[src/rtl/stream_mux_rr.sv]
// stream_mux_rr: N-channel valid/ready stream multiplexer with one registered output stage.
// Build option STREAM_MUX_RR_EN selects round-robin arbitration; otherwise the sel port picks the channel.
module stream_mux_rr #(
    parameter int WIDTH    = 4,
    parameter int CHANNELS = 4,
    parameter int SEL_W    = 2
) (
    input  logic                      clk,
    input  logic                      rst,
    input  logic [CHANNELS*WIDTH-1:0] in_data,
    input  logic [CHANNELS-1:0]       in_valid,
    output logic [CHANNELS-1:0]       in_ready,
    input  logic [SEL_W-1:0]          sel,
    output logic [WIDTH-1:0]          out_data,
    output logic [SEL_W-1:0]          out_chan,
    output logic                      out_valid,
    input  logic                      out_ready
);

    logic [WIDTH-1:0]    out_data_reg;
    logic [SEL_W-1:0]    out_chan_reg;
    logic                out_valid_reg;
    logic                free;
    logic [CHANNELS-1:0] req;
    logic [CHANNELS-1:0] grant;
    logic                any_grant;
    logic [SEL_W-1:0]    grant_idx;
    logic [WIDTH-1:0]    grant_data;

`ifdef STREAM_MUX_RR_EN
    logic [SEL_W-1:0]    last_reg;
    logic [CHANNELS-1:0] above_last;
    logic [CHANNELS-1:0] req_above;
    logic                unused_sel;

    assign unused_sel = ^sel;

    // Channels above the last winner take priority; if none are valid, wrap to the lowest valid one.
    generate
        for (genvar gi = 0; gi < CHANNELS; gi++) begin : g_above
            assign above_last[gi] = (SEL_W'(gi) > last_reg);
        end
    endgenerate

    assign req_above = in_valid & above_last;
    assign req       = (|req_above) ? req_above : in_valid;

    always_ff @(posedge clk) begin
        if (rst) begin
            last_reg <= SEL_W'(CHANNELS - 1);
        end else if (free && any_grant) begin
            last_reg <= grant_idx;
        end
    end
`else
    logic [CHANNELS-1:0] sel_hit;

    // sel values beyond the last channel match no bit and therefore grant nothing.
    generate
        for (genvar gi = 0; gi < CHANNELS; gi++) begin : g_sel
            assign sel_hit[gi] = (sel == SEL_W'(gi));
        end
    endgenerate

    assign req = in_valid & sel_hit;
`endif

    // Isolate the lowest set request bit: the result is one-hot or zero.
    assign grant     = req & (~req + CHANNELS'(1));
    assign any_grant = |grant;
    assign free      = !out_valid_reg || out_ready;
    assign in_ready  = (rst || !free) ? '0 : grant;

    always_comb begin
        grant_idx  = '0;
        grant_data = '0;
        for (int i = 0; i < CHANNELS; i++) begin
            if (grant[i]) begin
                grant_idx  = SEL_W'(i);
                grant_data = in_data[i*WIDTH +: WIDTH];
            end
        end
    end

    always_ff @(posedge clk) begin
        if (rst) begin
            out_valid_reg <= 1'b0;
            out_data_reg  <= '0;
            out_chan_reg  <= '0;
        end else if (free) begin
            out_valid_reg <= any_grant;
            if (any_grant) begin
                out_data_reg <= grant_data;
                out_chan_reg <= grant_idx;
            end
        end
    end

    assign out_data  = out_data_reg;
    assign out_chan  = out_chan_reg;
    assign out_valid = out_valid_reg;

endmodule

[config.mk]
export PLATFORM = sky130hd
export DESIGN_NAME = stream_mux_rr
export DESIGN_NICKNAME = d
export VERILOG_FILES = /design/src/rtl/stream_mux_rr.sv
export SDC_FILE = /design/constraint.sdc
export NUM_CORES = 1
export LEC_CHECK = 0
export ABC_AREA = 1
export ABC_CLOCK_PERIOD_IN_PS = 1200
export CAP_MARGIN = 20
export CORE_MARGIN = 2
export CORE_UTILIZATION = 32
export CTS_CLUSTER_SIZE = 14
export DETAILED_ROUTE_END_ITERATION = 7
export PLACE_DENSITY = 0.86
export RECOVER_POWER = 100
export SLEW_MARGIN = 10
export SYNTH_ARGS = -nofsm -noshare
export SYNTH_HDL_FRONTEND = slang
export SYNTH_SLANG_ARGS = --single-unit
[constraint.sdc]
create_clock -name clk -period 1.2 [get_ports clk]
set_input_delay 0.3 -clock clk [delete_from_list [all_inputs] [get_ports clk]]
set_output_delay 0.3 -clock clk [all_outputs]
set_load 0.01 [all_outputs]
# Word-level counts from Yosys, hierarchy flattened
# Index checks and enable logic that the tools add are counted.
# W data, S select, Z words.
# word_totals
reg_bits	7
out_inout_bits	11
in_bits	25
elab_cells	25
# classes
n_mux	8
add_sub_neg	1
bitwise_logic	3
reduce_logical	7
eq_ne	3
# op_table
operator	n
$mux W4	5
$and A4 B4 Y4	2
$add A4 B1 Y4 const B	1
$eq A2 B2 Y1 const B	2
$mux W2	2
$not A4 Y4	1
$reduce_or A4 Y1	1
$eq A2 B1 Y1 const B	1
$logic_not A1 Y1	2
$logic_not A2 Y1	1
$logic_or A1 B1 Y1	2
$reduce_and A2 Y1	1
$mux W1	1

# Longest topological paths before layout
# logic_depth
ltp_word	9
depth_mapped	8
mapped_depth_nobuf	8

# Worst setup path after synthesis
# OpenSTA, ideal clock, no wires.
# synth_path
path_type	reg-to-output
from	register out_valid_reg, in the netlist out_valid
to	output port in_ready[0]
arrival_ps	878
path_stages_with_launch	6
path_slack_ps	22
path_buffers	0
cell_sequence	dfxtp_1 > inv_1 > nor2_1 > inv_1 > nand2_1 > nor2_1
# synth_between
elab_chain_len	5
# synth_lines
item	line_no	rtl
start: declaration	22	logic out_valid_reg;
start signal: assignment	91	out_valid_reg <= any_grant;
$logic_not A1 Y1	71	assign free = !out_valid_reg || out_ready;
$logic_or A1 B1 Y1	71	
$logic_not A1 Y1	72	assign in_ready = (rst || !free) ? '0 : grant;
$logic_or A1 B1 Y1	72	
$mux W4	72	
end: declaration	12	output logic [CHANNELS-1:0] in_ready,
# No other way between the ends.

# Worst setup path in the final report
# Same ends and word-level chain as after synthesis.

==> out/metrics.cfg <==
[status]
run_status = finished with violations
violations = negative setup slack

[critical_path]
crit_top_cell = inv_2
end_kind = output port
worst_path_max_delay_cell = dfxtp_2
cpLargestDelayFamily = flip-flops
crit_required_ns = 0.90
crit_chain = inv_2, nor2_4, inv_2, nand2_4, nor2_2, buf_2
path_buf_inv = 3
critPathArrivalTime_ns = 1.08
max_stage_delay_ns = 0.32
criticalPathCategory = reg -> out
crit_path_start_kind = flip-flop
critPathMaxFanout = 4

[logic_synthesis]
yosysSeqAreaShare_pct = 29.17
synth_cell_type_count = 10
syn_nets = 112
ys_seq_elements = 7
syn-cell-area_um2 = 480.5
synth_warnings = 0
synthCells = 87
syn_area_per_cell_um2 = 5.523

[pwr]
pwr-share-comb_pct = 37.9
swShare_pct = 31.67
power.density_nw_per_um2 = 813.2
power_frac_clock_pct = 28.2
switchingPower_uw = 249.7
cell_internal_pwr_uw = 538.8
ir_drop_v = 0.0003806
p_leak_uw = 0.0005021
p_seq_share_pct = 33.9

[cells_and_area]
fin_cells = 151
diodes = 0
fin_nets = 162
largest_register_ffs = 4
syn_to_final_growth_pct = 101.8
layout-drive-gt1-share_pct = 27.94
final_area_um2 = 969.7

[global_routing]
grt_use_met2_pct = 34.55
grt_pass1_wl_mm = 2.746
busiest_layer = met2
grt.met3_usage_pct = 3.830
antenna_found_initial = 0
grt_usage_pct = 20.23
grt_overflow = 0
grt_use_met1_pct = 22.19
grt_max_degree = 7
grt_pass1_vias = 697

[die]
pin_count = 36
fp.dieH_um = 42.75
start_util_pct = 35.59
die_area_um2 = 1828
rows = 13
core_um2 = 1350
die_w_um = 42.75

[sta]
fin_crit_ns = 1.383
fin_ws_ns = -0.1826
finalClockSkew_ns = 0.006051
max_slew_margin_pct = 84.61
hold_viol = 0
rsz0062_at_grt = true
drv_slew = 0
setup_viol = 5
fmax_ghz = 0.7233
timing.final.crit_share_pct = 115.2
fin_tns_setup_ns = -0.5664
tightest_slew_ns = 0.2299
hold_ws_ns = 0.3847

[drt]
vias_per_cell = 4.742
vias = 716
finalWirelength_mm = 1.735
drt_iter0_drc = 9
drt_first_pass_iters = 4
final_antenna_net_count = 0
wl_per_cell_um = 11.49
drcViolationCount = 0

[place]
io_buffer_count = 35
dp_cells = 146
place_area_um2 = 917.1
pre_cts_ws_ns = -0.7491
gp_congestion = 0.8061
dp_hpwl_mm = 1.301

[clock_network]
cts_hold_repair.buffers = 0
numCtsBuffers = 3
clockBufferDepth = 2
root_buffer = clkbuf_4
clock_sinks = 7
clk_pin_slew_ns = 0.06
insertion_delay_ns = 0.26
cts_tree = done
cts_max_level = 1

[run]
cap_viol_max_count = 0

[hold_path]
hp-class = in -> reg

Yosys cell counts:
master	count	area, um^2
nand2_1	29	108.9
inv_1	13	48.80
nand2_2	3	18.77
dfxtp_1	7	140.1
o21ai_4	1	16.27
nor2_1	19	71.32
nand3_1	10	50.05
a21oi_1	2	10.01
inv_2	1	3.750
nand4_1	2	12.51
layout make-up:
cell class	instances	area, um^2
Timing Repair Buffer	45	387.9
Fill cell	130	380.4
Multi-Input combinational cell	66	342.8
Sequential cell	7	141.4
Inverter	14	52.55
Clock buffer	4	26.28
Tap cell	15	18.77
per-layer routing:
| layer | share of wire, % | vias to the layer above | wire (um) |
|---|---|---|---|
| li1 | - | 367 | - |
| met1 | 37 | 298 | 645 |
| met2 | 50 | 40 | 866 |
| met3 | 7.7 | 11 | 134 |
| met4 | 5.1 | 0 | 89 |
| met5 | 0 | - | 0 |
worst paths after layout:
check | start | endpoint | slack (ns) | cells after the start
worst min-delay path | rst | out_chan[1] | 0.38 | 2
worst min register to register | out_chan[1] | out_chan[1] | 0.47 | 2
worst max register to register | out_valid | out_data[0] | 0.12 | 8
worst max-delay path | out_valid | in_ready[0] | -0.18 | 6
cells in the final DEF (no fill, tap or decap), drive strengths merged:
cell           instances
clkdlybuf4s15          1
nand3                 10
dfxtp                  7
dlygate4sd2           12
buf                   14
a21oi                  2
nor2                  19
nand2                 32
inv                   14
clkdlybuf4s50         16
nand4                  2
clkbuf                 6
o21ai                  1
cell families after synthesis:
group / share of synthesized area, %
AND/OR/NAND/NOR: 54.43
buffers and inverters: 10.94
flip-flops: 29.17
AO/OA/AOI/OAI: 5.470
power groups by stage:
stage / combinational, uW / sequential (uW) / clock, uW
after global placement: 289 / 271 / 0
after detailed placement: 297 / 272 / 0
after floorplan: 108 / 284 / 0
after global routing: 326 / 271 / 240
final: 299 / 267 / 222
after CTS: 292 / 267 / 225
metrics by stage:
stage | power, uW | utilization (%)
after floorplan | 391.5 | -
after global placement | 560.3 | 67.93
after detailed placement | 569.4 | 67.93
after CTS | 783.6 | 71.64
after global routing | 837.8 | 71.83
final | 788.6 | 71.83
worst reg2reg max path: cells and delay by family (launching register included):
family | cells | cell delay (ns)
AO/OA/AOI/OAI | 1 | 0.10
flip-flops | 1 | 0.33
AND/OR/NAND/NOR | 4 | 0.29
buffers and inverters | 3 | 0.25
repair_timing:
item	CTS	global route
endpoints found under the setup margin	18	11
buffers inserted	3	0
gates resized for setup	47	13
cloned	0	0
pin swaps	10	6
Power figures use the tool's default switching activity.
